--- config.mk ---
export PLATFORM = sky130hd
export DESIGN_NAME = cpu_test_sequencer
export DESIGN_NICKNAME = d
export VERILOG_FILES = /design/src/rtl/cpu_test_sequencer.sv
export SDC_FILE = /design/constraint.sdc
export NUM_CORES = 1
export LEC_CHECK = 0
export ABC_AREA = 1
export CAP_MARGIN = 20
export CORE_MARGIN = 2
export CORE_UTILIZATION = 50
export DETAILED_ROUTE_END_ITERATION = 10
export PLACE_DENSITY = 0.86
export SYNTH_ARGS = -nofsm -noshare
export SYNTH_HDL_FRONTEND = slang
export SYNTH_SLANG_ARGS = --single-unit
--- constraint.sdc ---
create_clock -name clock -period 5 [get_ports clock]
set_input_delay 1 -clock clock [delete_from_list [all_inputs] [get_ports clock]]
set_output_delay 1 -clock clock [all_outputs]
set_load 0.01 [all_outputs]
--- src/rtl/cpu_test_sequencer.sv ---
// cpu_test_sequencer: on-chip tester for CPUTop memory ports.
//   Loads a program image and a data image from a host word stream,
//   releases the CPU with io_run, waits for io_done or a step limit, and then
//   streams a window of data memory back to the host.
// Ports:
//   clock, reset (async, active low)
//   start, cfg_prog_len, cfg_data_len, cfg_rd_start, cfg_rd_end, cfg_step_max
//   in_valid/in_ready/in_data     host image stream
//   out_valid/out_ready/out_data  readback stream
//   busy, seq_done, timeout, step_count  status
//   io_run/io_done                CPU run handshake
//   io_testerProgMem*, io_testerDataMem*, io_testerDataMemDataRead  memory ports
// Optional feature: define SEQ_CHECKSUM_EN to append a running-sum word
//   after the readback window.
module cpu_test_sequencer #(
  parameter int ADDR_W = 16,
  parameter int DATA_W = 32,
  parameter int STEP_W = 32
) (
  input  logic              clock,
  input  logic              reset,
  input  logic              start,
  input  logic [ADDR_W-1:0] cfg_prog_len,
  input  logic [ADDR_W-1:0] cfg_data_len,
  input  logic [ADDR_W-1:0] cfg_rd_start,
  input  logic [ADDR_W-1:0] cfg_rd_end,
  input  logic [STEP_W-1:0] cfg_step_max,
  input  logic              in_valid,
  output logic              in_ready,
  input  logic [DATA_W-1:0] in_data,
  output logic              out_valid,
  input  logic              out_ready,
  output logic [DATA_W-1:0] out_data,
  output logic              busy,
  output logic              seq_done,
  output logic              timeout,
  output logic [STEP_W-1:0] step_count,
  output logic              io_run,
  input  logic              io_done,
  output logic              io_testerProgMemEnable,
  output logic              io_testerProgMemWriteEnable,
  output logic [ADDR_W-1:0] io_testerProgMemAddress,
  output logic [DATA_W-1:0] io_testerProgMemDataWrite,
  output logic              io_testerDataMemEnable,
  output logic              io_testerDataMemWriteEnable,
  output logic [ADDR_W-1:0] io_testerDataMemAddress,
  output logic [DATA_W-1:0] io_testerDataMemDataWrite,
  input  logic [DATA_W-1:0] io_testerDataMemDataRead
);

  typedef enum logic [2:0] {
    S_IDLE, S_LOAD_PROG, S_LOAD_DATA, S_RUN,
    S_RD_ADDR, S_RD_WAIT, S_EMIT, S_FINISH
  } state_t;

  state_t            state;
  logic [ADDR_W-1:0] prog_len_q, data_len_q, rd_end_q;
  logic [STEP_W-1:0] step_max_q;
  logic [ADDR_W-1:0] load_cnt, rd_ptr;

  logic              prog_beat, data_beat, load_last, rd_last, window_empty;
  logic [STEP_W-1:0] step_next;

`ifdef SEQ_CHECKSUM_EN
  logic [DATA_W-1:0] sum_q;
  logic              sum_beat;
`endif

  // Memory strobes are decoded from the state register so that an async
  // reset drops io_run and every write enable without waiting for an edge.
  always_comb begin
    in_ready     = (state == S_LOAD_PROG) || (state == S_LOAD_DATA);
    prog_beat    = (state == S_LOAD_PROG) && in_valid;
    data_beat    = (state == S_LOAD_DATA) && in_valid;
    load_last    = (load_cnt + ADDR_W'(1)) ==
                   ((state == S_LOAD_PROG) ? prog_len_q : data_len_q);
    rd_last      = (rd_ptr + ADDR_W'(1)) == rd_end_q;
    window_empty = rd_ptr >= rd_end_q;
    step_next    = step_count + STEP_W'(1);

    out_valid = (state == S_EMIT);
    busy      = (state != S_IDLE);
    seq_done  = (state == S_FINISH);
    io_run    = (state == S_RUN);

    io_testerProgMemEnable      = prog_beat;
    io_testerProgMemWriteEnable = prog_beat;
    io_testerProgMemAddress     = prog_beat ? load_cnt : '0;
    io_testerProgMemDataWrite   = prog_beat ? in_data : '0;

    io_testerDataMemEnable      = data_beat || (state == S_RD_ADDR);
    io_testerDataMemWriteEnable = data_beat;
    io_testerDataMemAddress     = data_beat ? load_cnt :
                                  ((state == S_RD_ADDR) ? rd_ptr : '0);
    io_testerDataMemDataWrite   = data_beat ? in_data : '0;
  end

  always_ff @(posedge clock or negedge reset) begin
    if (!reset) begin
      state      <= S_IDLE;
      prog_len_q <= '0;
      data_len_q <= '0;
      rd_end_q   <= '0;
      step_max_q <= '0;
      load_cnt   <= '0;
      rd_ptr     <= '0;
      out_data   <= '0;
      timeout    <= 1'b0;
      step_count <= '0;
`ifdef SEQ_CHECKSUM_EN
      sum_q      <= '0;
      sum_beat   <= 1'b0;
`endif
    end else begin
      case (state)
        S_IDLE: begin
          if (start) begin
            prog_len_q <= cfg_prog_len;
            data_len_q <= cfg_data_len;
            rd_end_q   <= cfg_rd_end;
            step_max_q <= cfg_step_max;
            rd_ptr     <= cfg_rd_start;
            load_cnt   <= '0;
            timeout    <= 1'b0;
            step_count <= '0;
`ifdef SEQ_CHECKSUM_EN
            sum_q      <= '0;
            sum_beat   <= 1'b0;
`endif
            if (cfg_prog_len != '0)      state <= S_LOAD_PROG;
            else if (cfg_data_len != '0) state <= S_LOAD_DATA;
            else                         state <= S_RUN;
          end
        end
        S_LOAD_PROG: begin
          if (in_valid) begin
            if (load_last) begin
              load_cnt <= '0;
              state    <= (data_len_q != '0) ? S_LOAD_DATA : S_RUN;
            end else begin
              load_cnt <= load_cnt + ADDR_W'(1);
            end
          end
        end
        S_LOAD_DATA: begin
          if (in_valid) begin
            if (load_last) begin
              load_cnt <= '0;
              state    <= S_RUN;
            end else begin
              load_cnt <= load_cnt + ADDR_W'(1);
            end
          end
        end
        S_RUN: begin
          step_count <= step_next;
          // Completion takes priority over the step limit in the same cycle.
          if (io_done || (step_next >= step_max_q)) begin
            if (!io_done) timeout <= 1'b1;
            if (!window_empty) begin
              state <= S_RD_ADDR;
            end else begin
`ifdef SEQ_CHECKSUM_EN
              out_data <= '0;
              sum_beat <= 1'b1;
              state    <= S_EMIT;
`else
              state    <= S_FINISH;
`endif
            end
          end
        end
        S_RD_ADDR: state <= S_RD_WAIT;
        S_RD_WAIT: begin
          out_data <= io_testerDataMemDataRead;
          state    <= S_EMIT;
        end
        S_EMIT: begin
          if (out_ready) begin
`ifdef SEQ_CHECKSUM_EN
            if (sum_beat) begin
              state <= S_FINISH;
            end else begin
              sum_q <= sum_q + out_data;
              if (rd_last) begin
                // Checksum beat follows directly, staying in EMIT.
                out_data <= sum_q + out_data;
                sum_beat <= 1'b1;
              end else begin
                rd_ptr <= rd_ptr + ADDR_W'(1);
                state  <= S_RD_ADDR;
              end
            end
`else
            if (rd_last) begin
              state <= S_FINISH;
            end else begin
              rd_ptr <= rd_ptr + ADDR_W'(1);
              state  <= S_RD_ADDR;
            end
`endif
          end
        end
        S_FINISH: state <= S_IDLE;
        default:  state <= S_IDLE;
      endcase
    end
  end

endmodule

# Word-level counts from Yosys, hierarchy flattened
# Index checks and enable logic that the tools add are counted.
[word_totals]
word_cells = 87
reg_bits = 180
[op_classes]
eq_ne = 19
reduce_logical = 20
magnitude_cmp = 2
add_sub_neg = 3
n_mux = 33
[ops]
columns = ["op", "count"]
rows = [
  ["$mux W16", 10],
  ["$mux W32", 3],
  ["$pmux W16 S2", 2],
  ["$pmux W32 S2", 1],
  ["$reduce_bool A16 Y1", 3],
  ["$add A16 B1 Y16 const B", 2],
  ["$add A32 B1 Y32 const B", 1],
  ["$eq A16 B16 Y1", 2],
  ["$ge A32 B32 Y1", 1],
  ["$pmux W3 S8", 1],
  ["$mux W3", 7],
  ["$ge A16 B16 Y1", 1],
  ["$ne A2 B2 Y1 const B", 7],
  ["$eq A3 B3 Y1 const B", 4],
  ["$reduce_and A4 Y1", 2],
  ["$reduce_and A7 Y1", 1],
  ["$eq A3 B2 Y1 const B", 2],
  ["$mux W2", 3],
  ["$ne A2 B1 Y1 const B", 3],
  ["$reduce_bool A2 Y1", 3],
  ["$mux W1", 5],
  ["$reduce_and A2 Y1", 2],
  ["$eq A3 B1 Y1 const B", 1],
  ["$logic_not A3 Y1", 1],
  ["6 further kinds", 9],
]

# Depth between registers and ports, before layout
# Gate-level depths: netlist of run 1.
[logic_depth]
ltp_word = 6
depth_mapped = 29

# Worst setup path before layout of run 1
# Ideal clock, no wire load.
[synth_path]
kind = "input port to output port"
from = "input port in_valid"
to = "output port io_testerProgMemDataWrite[11]"
path_slack_ps = 2032
path_stages = 6
t_arrival_ps = 1968
required_ps = 4000
cell_sequence = "inv_1 -> nor2_1 -> inv_1 -> clkbuf_1 -> clkbuf_1 -> nor2_1"
[synth_via]
elab_chain_len = 2
[synth_lines]
columns = ["item", "line", "rtl"]
rows = [
  ["from (decl)", "28", "input logic in_valid,"],
  ["$logic_and A1 B1 Y1", "73", "prog_beat = (state == S_LOAD_PROG) && in_valid;"],
  ["via io_testerProgMemEnable", "40", "output logic io_testerProgMemEnable,"],
  ["$mux W32", "89", "io_testerProgMemDataWrite = prog_beat ? in_data : '0;"],
  ["to (decl)", "43", "output logic [DATA_W-1:0] io_testerProgMemDataWrite,"],
]
# The timed path passes the listed nets, and every way through them passes these cells.

# Worst setup path after layout of run 1
[layout_path]
from = "input port in_valid"
to = "output port io_testerDataMemDataWrite[16]"
[layout_via]
elab_chain_len = 2
[layout_lines]
columns = ["item", "line", "rtl"]
rows = [
  ["$logic_and A1 B1 Y1", "74", "data_beat = (state == S_LOAD_DATA) && in_valid;"],
  ["$mux W32", "95", "io_testerDataMemDataWrite = data_beat ? in_data : '0;"],
  ["to (decl)", "47", "output logic [DATA_W-1:0] io_testerDataMemDataWrite,"],
]
# Every way passes these cells.

==> results of run 1 <==
==> how the worst max path moves through the flow <==
stage | startpoint | endpoint | slack (ns) | cells past startpoint
final | in_valid | io_testerDataMemDataWrite[16] | 0.83 | 7
after global routing | in_valid | io_testerDataMemDataWrite[16] | 0.69 | 7
after CTS | in_valid | io_testerDataMemDataWrite[16] | 0.87 | 7
after detailed placement | in_valid | io_testerDataMemDataWrite[16] | 0.88 | 7
after global placement | in_valid | io_testerDataMemDataWrite[16] | 0.95 | 7
after floorplan | in_valid | io_testerProgMemDataWrite[11] | 2.03 | 6
==> metal layers <==
| layer | vias to the layer above | wire length (µm) |
|---|---|---|
| met2 | 606 | 17820 |
| li1 | 5663 | - |
| met3 | 119 | 3388 |
| met5 | - | 0 |
| met1 | 5473 | 13920 |
| met4 | 0 | 1882 |
==> sequential cells by signal, summed over array words and instances, names as in the netlist <==
signal,flops
data_len_q,16
load_cnt,16
out_data,32
prog_len_q,16
rd_end_q,16
rd_ptr,16
state,3
step_count,32
step_max_q,32
timeout,1
==> cell type report <==
type / instances / area [µm²]
Inverter: 228 / 857.1
Tap cell: 285 / 356.6
Clock buffer: 17 / 425.4
Sequential cell: 180 / 4504
Clock inverter: 15 / 187.7
Fill cell: 1813 / 6889
Timing Repair Buffer: 349 / 3480
Multi-Input combinational cell: 1127 / 5734
==> power breakdown <==
group | switching [µW] | total [µW] | internal (µW)
logic | 2220 | 3720 | 1500
registers | 391 | 2400 | 2010
clock network | 671 | 1390 | 722
==> critical path, cell delays in order <==
cell and delay (ns):
clkdlybuf4s50_1 0.46, inv_1 0.08, nor2_1 0.13, buf_4 0.22, inv_1 0.41, nor2_1 0.28
clkdlybuf4s50_1 0.57
==> cell usage in the layout, fill, tap and decap left out, types with 2 or more instances in the layout <==
cell,n
o21ai_1,5
clkinv_4,3
o22ai_1,14
inv_2,2
buf_4,13
nand3_1,96
nand3b_1,2
or2_2,5
inv_1,223
o21a_1,3
nand4_1,24
clkbuf_16,17
o21ai_0,140
nand2_2,2
inv_8,2
mux2_2,32
nor2_2,8
dfrtp_1,180
nand2_4,2
clkinv_1,2
a21oi_1,27
xor2_1,25
xnor2_1,3
inv_6,5
clkdlybuf4s50_1,334
o21bai_1,4
nand3_2,3
nor3_1,14
clkinv_8,4
nor4_1,11
nor3_2,2
nand2_1,483
nor2_1,157
a22o_1,3
ha_1,51
nor2_4,3
==> stage by stage <==
| stage | utilization, % | hold slack (ns) |
|---|---|---|
| CTS | 69.17 | 0.4859 |
| finish | 69.29 | 0.4845 |
| detailed placement | 66.44 | 0.4661 |
| global placement | 66.44 | 0.4580 |
| floorplan | - | 0.4436 |
| global route | 69.29 | 0.5059 |
==> logic make-up after synthesis <==
| logic type | Yosys count | synth area share, % |
|---|---|---|
| mux | 32 | 3.181 |
| simple gates | 814 | 30.01 |
| buf+inv | 278 | 9.630 |
| fa+ha+maj | 51 | 5.632 |
| flops | 180 | 39.76 |
| xor+xnor | 29 | 2.363 |
| compound gates | 201 | 9.431 |
==> flow_metrics.py, run 1 <==
metrics = {
    "sta": {
        "timing.final.crit_share_pct": 83.33,
        "finalMaxSlewViolations": 0,
        "timing_hold_violations_final": 0,
        "finalClockSkew_ns": 0.01515,
        "worstMarginPinSlew_ns": 0.9195,
        "setup_viol": 0,
        "setup_tns_ns": 0,
        "rsz0062_at_grt": "no",
        "layout_min_cycle_time_ns": 4.167,
        "slew-limit-headroom_pct": 38.64,
        "max_freq_mhz": 240.0,
        "setup_slack_ns": 0.8333,
    },
    "layout": {
        "design_area_um2": 15540,
        "finalNetCount": 2120,
        "antenna_cells": 0,
        "fin_cells": 2201,
        "drive_gt1_share_pct": 5.637,
        "area_growth_pct": 37.21,
    },
    "die": {
        "row_count": 55,
        "dieArea_um2": 23880,
        "core_um2": 22430,
        "die_h_um": 154.5,
        "start_util_pct": 50.50,
        "ios": 336,
        "die_w_um": 154.5,
    },
    "power_and_ir_drop": {
        "max-vdd-ir-drop_v": 0.0003135,
        "total_power_uw": 7505,
        "p_leak_uw": 0.007412,
        "powerDensity_nw_per_um2": 482.8,
    },
    "synth": {
        "netlist-cell-type-count": 42,
        "synth.top_cell.area_share_pct": 39.76,
        "netlist_instances": 1585,
        "synth-seq-cells": 180,
        "yosysWarnings": 0,
        "synth_nets": 1802,
        "syn_area_um2": 11330,
        "synth_edf_count": 0,
        "yosysSeqAreaShare_pct": 39.76,
        "synthTopCellsByArea": "dfrtp_1, nand2_1, inv_1",
        "synth_most_common_cell": "nand2_1",
        "ys.flop_type": "dfrtp_1",
        "synth_top_area_cell": "dfrtp_1",
        "syn_area_per_cell_um2": 7.148,
        "postSynth.asyncResetShare_pct": 100.0,
        "ys_top_cells_by_count": "nand2_1, inv_1, dfrtp_1",
    },
    "routing": {
        "drc": 0,
        "route.vias.total": 11861,
        "detail-route-antenna-nets": 0,
        "drt_iter0_markers": 808,
        "firstDrtPassIters": 5,
        "wire_per_inst_um": 16.82,
        "routed_wl_um": 37020,
        "drt-vias-per-instance": 5.389,
    },
    "critical_path": {
        "r2r_cells": 27,
        "start_kind": "input pin",
        "critPathMaxFanout": 33,
        "cp-end-kind": "output pin",
        "rrSetupSlack_ns": 1.43,
        "crit_type": "in2out",
        "reg2reg_from": "step_count[0]",
        "reg2reg_to": "state[1]",
        "critPathArrivalTime_ns": 3.17,
        "crit_required_ns": 4.00,
    },
    "global_route": {
        "top_usage_layer": "met2",
        "antenna_found_initial": 2,
        "grtUsageMet2_pct": 53.93,
        "overflow": 0,
        "grt_pass1_wl_um": 58820,
        "grt_pass1_vias": 11797,
        "grt_max_degree": 111,
        "grt.total_usage_pct": 30.90,
        "grtUsageMet1_pct": 34.99,
        "use_met3_pct": 8.238,
    },
    "job": {
        "maxCapViolCount": 0,
    },
    "placed_design": {
        "gp_congestion": 0.9705,
        "numPortBuffers": 335,
        "dp_hpwl_um": 28630,
        "placedCellCount": 2168,
        "place_ws_ns": 0.8756,
        "dpl_cell_area_um2": 14900,
    },
    "clock_network": {
        "postCtsResizedCells": 0,
        "holdBufCountCts": 0,
        "clk_latency_ns": 0.43,
        "cts_setup_buffers": 0,
        "cts.sink_count": 180,
        "cts_buffer_depth": 2,
        "cts_tree": "built",
        "h-tree-depth": 4,
        "root_buffer": "clkbuf_16",
        "cts_made_buffers": 17,
        "clk_pin_slew_ns": 0.08,
    },
    "min_path": {
        "hold_end": "prog_len_q[15]",
        "worstHoldPathType": "reg2reg",
        "hold_path_depth": 2,
        "min-delay-start": "prog_len_q[15]",
    },
    "status": {
        "status": "complete, no violations",
    },
}
(Power assumes the default switching activity.)
==> inputs of run 2 (changes only) <==
--- a/config.mk
+++ b/config.mk
@@ -8,9 +8,9 @@
 export ABC_AREA = 1
 export CAP_MARGIN = 20
 export CORE_MARGIN = 2
-export CORE_UTILIZATION = 50
+export CORE_UTILIZATION = 48
 export DETAILED_ROUTE_END_ITERATION = 10
-export PLACE_DENSITY = 0.86
+export PLACE_DENSITY = 0.83
 export SYNTH_ARGS = -nofsm -noshare
 export SYNTH_HDL_FRONTEND = slang
 export SYNTH_SLANG_ARGS = --single-unit
==> constraint.sdc (replaced) <==
create_clock -name clock -period 4.01 [get_ports clock]
set_input_delay 0.802 -clock clock [delete_from_list [all_inputs] [get_ports clock]]
set_output_delay 0.802 -clock clock [all_outputs]
set_load 0.01 [all_outputs]
==> flow_metrics.py, run 2 (same netlist as run 1, synthesis figures left out) <==
metrics = {
    "status": {
        "status": "complete, no violations",
    },
    "clock_network": {
        "cts.sink_count": 180,
        "clk_pin_slew_ns": 0.08,
        "cts_tree": "built",
        "root_buffer": "clkbuf_16",
        "cts_buffer_depth": 2,
        "clk_latency_ns": 0.44,
        "cts_made_buffers": 17,
        "holdBufCountCts": 0,
        "h-tree-depth": 4,
    },
    "power_and_ir_drop": {
        "max-vdd-ir-drop_v": 0.0003499,
        "total_power_uw": 9358,
        "powerDensity_nw_per_um2": 599.3,
        "p_leak_uw": 0.007423,
    },
    "layout": {
        "fill_cells": 2044,
        "multi_input_comb_area_um2": 5741,
        "finalNetCount": 2125,
        "layout_common_cells": "nand2_1, clkdlybuf4s50_1, inv_1",
        "drive_gt1_share_pct": 5.986,
        "area_growth_pct": 37.81,
        "mostFrequentLayoutCell": "nand2_1",
        "seqCellArea_um2": 4504,
        "largestRegisters": "out_data (32), step_count (32), step_max_q (32)",
    },
    "routing": {
        "firstDrtPassIters": 7,
        "wire_per_inst_um": 16.82,
        "detail-route-antenna-nets": 0,
        "drt-vias-per-instance": 5.299,
        "routed_wl_um": 37720,
        "drt_iter0_markers": 955,
        "route.vias.total": 11886,
        "drc": 0,
    },
    "die": {
        "dieArea_um2": 24850,
        "ios": 336,
        "start_util_pct": 48.56,
        "row_count": 56,
        "die_h_um": 157.6,
        "die_w_um": 157.6,
        "core_um2": 23330,
    },
    "global_route": {
        "grt_pass1_wl_um": 58110,
        "overflow": 0,
        "grt_max_degree": 67,
        "grt_pass1_vias": 11290,
        "grt.total_usage_pct": 29.94,
        "antenna_found_initial": 3,
    },
    "critical_path": {
        "cp-end-kind": "output pin",
        "crit_type": "reg2out",
        "reg2reg_to": "state[0]",
        "critPathArrivalTime_ns": 2.94,
        "rrSetupSlack_ns": 0.43,
        "path_buf_inv": 4,
        "path_common_cell": "nor2_1",
        "slowest_stage": "clkdlybuf4s50_1",
        "crit_family": "buffers and inverters",
        "critPathMaxFanout": 40,
        "start_kind": "register",
        "crit_chain": "inv_2 -> nand3_2 -> nor2_1 -> inv_1 -> buf_4 -> nor2_1 -> clkdlybuf4s50_1",
        "crit_cells": 7,
        "max_stage_delay_ns": 0.56,
        "crit_required_ns": 3.21,
        "r2r_cells": 29,
        "reg2reg_from": "step_count[0]",
        "crit_path_end": "io_testerProgMemDataWrite[31]",
        "crit_start": "state[2]",
    },
    "sta": {
        "slew-limit-headroom_pct": 40.57,
        "finalClockSkew_ns": 0.01788,
        "timing.final.crit_share_pct": 93.44,
        "setup_viol": 0,
        "setup_tns_ns": 0,
        "layout_min_cycle_time_ns": 3.747,
        "max_freq_mhz": 266.9,
        "rsz0062_at_grt": "no",
        "worstMarginPinSlew_ns": 0.8905,
        "finalMaxSlewViolations": 0,
        "timing_hold_violations_final": 0,
        "setup_slack_ns": 0.2632,
    },
    "job": {
        "maxCapViolCount": 0,
    },
    "placed_design": {
        "place_ws_ns": 0.4535,
        "numPortBuffers": 335,
        "gp_congestion": 0.9422,
        "dp_hpwl_um": 29210,
    },
    "min_path": {
        "worstHoldPathType": "in2async",
    },
}
## run 2: cell count changes in the layout (fill, tap and decap cells not counted)
cell,previous run,this run
a21oi_1,27,26
a21oi_2,0,1
buf_12,0,1
buf_16,1,0
buf_4,13,18
bufinv_16,1,0
clkinv_2,1,2
clkinv_8,4,5
diode_2,0,3
inv_6,5,4
nor2_1,157,156
nor2_2,8,9
## run 2: what timing repair did
item,CTS,global route
gates resized for setup,0,2
setup endpoints to repair,0,3
setup buffers,0,0
## run 2: metrics by stage
step,instances,instance area [µm²],hold slack (ns),utilization (%)
3_3_place_gp,2208,15000,0.4582,64.31
2_1_floorplan,1585,11330,0.4436,-
4_1_cts,2240,15600,0.3685,66.86
5_1_grt,2242,15610,0.3905,66.91
6_report,2243,15610,0.3560,66.92
3_5_place_dp,2208,15000,0.4599,64.31
## run 2: how the worst min path moves through the flow
stage | startpoint | endpoint | slack (ns) | cells past startpoint
2_1_floorplan | prog_len_q[13] | prog_len_q[13] | 0.44 | 2
3_3_place_gp | prog_len_q[14] | prog_len_q[14] | 0.46 | 2
3_5_place_dp | prog_len_q[14] | prog_len_q[14] | 0.46 | 2
4_1_cts | reset | step_max_q[14] | 0.37 | 1
5_1_grt | reset | step_max_q[13] | 0.39 | 1
6_report | reset | step_max_q[14] | 0.36 | 1
## run 2: worst reg2reg max path, delay by kind of cell (launching register included)
| kind | cells | cell delay (ns) |
|---|---|---|
| compound gates | 2 | 0.27 |
| flops | 1 | 0.43 |
| buf+inv | 6 | 0.36 |
| fa+ha+maj | 2 | 0.43 |
| simple gates | 19 | 2.03 |
## run 2: per-layer routing
metal / vias to the layer above / share of wire [%] / global-route usage [%]
met5: - / 0 / 0
met4: 0 / 5.6 / 16.80
met3: 110 / 9.6 / 9.061
met2: 603 / 46 / 48.74
met1: 5475 / 38 / 35.29
li1: 5698 / - / -
## run 2: power breakdown
part	total, µW	internal [µW]	switching, µW
Sequential	2980	2500	481
Clock	1690	839	849
Combinational	4690	1900	2780
## run 2: area by class of cell
| type | count | area share [%] |
|---|---|---|
| multi-input combinational | 1127 | 36.77 |
| sequential | 180 | 28.85 |
| timing repair buffer | 354 | 22.48 |
| inverter | 228 | 5.489 |
| clock buffer | 17 | 2.725 |
| tap | 319 | 2.556 |
| clock inverter | 15 | 1.090 |
| antenna | 3 | 0.04808 |
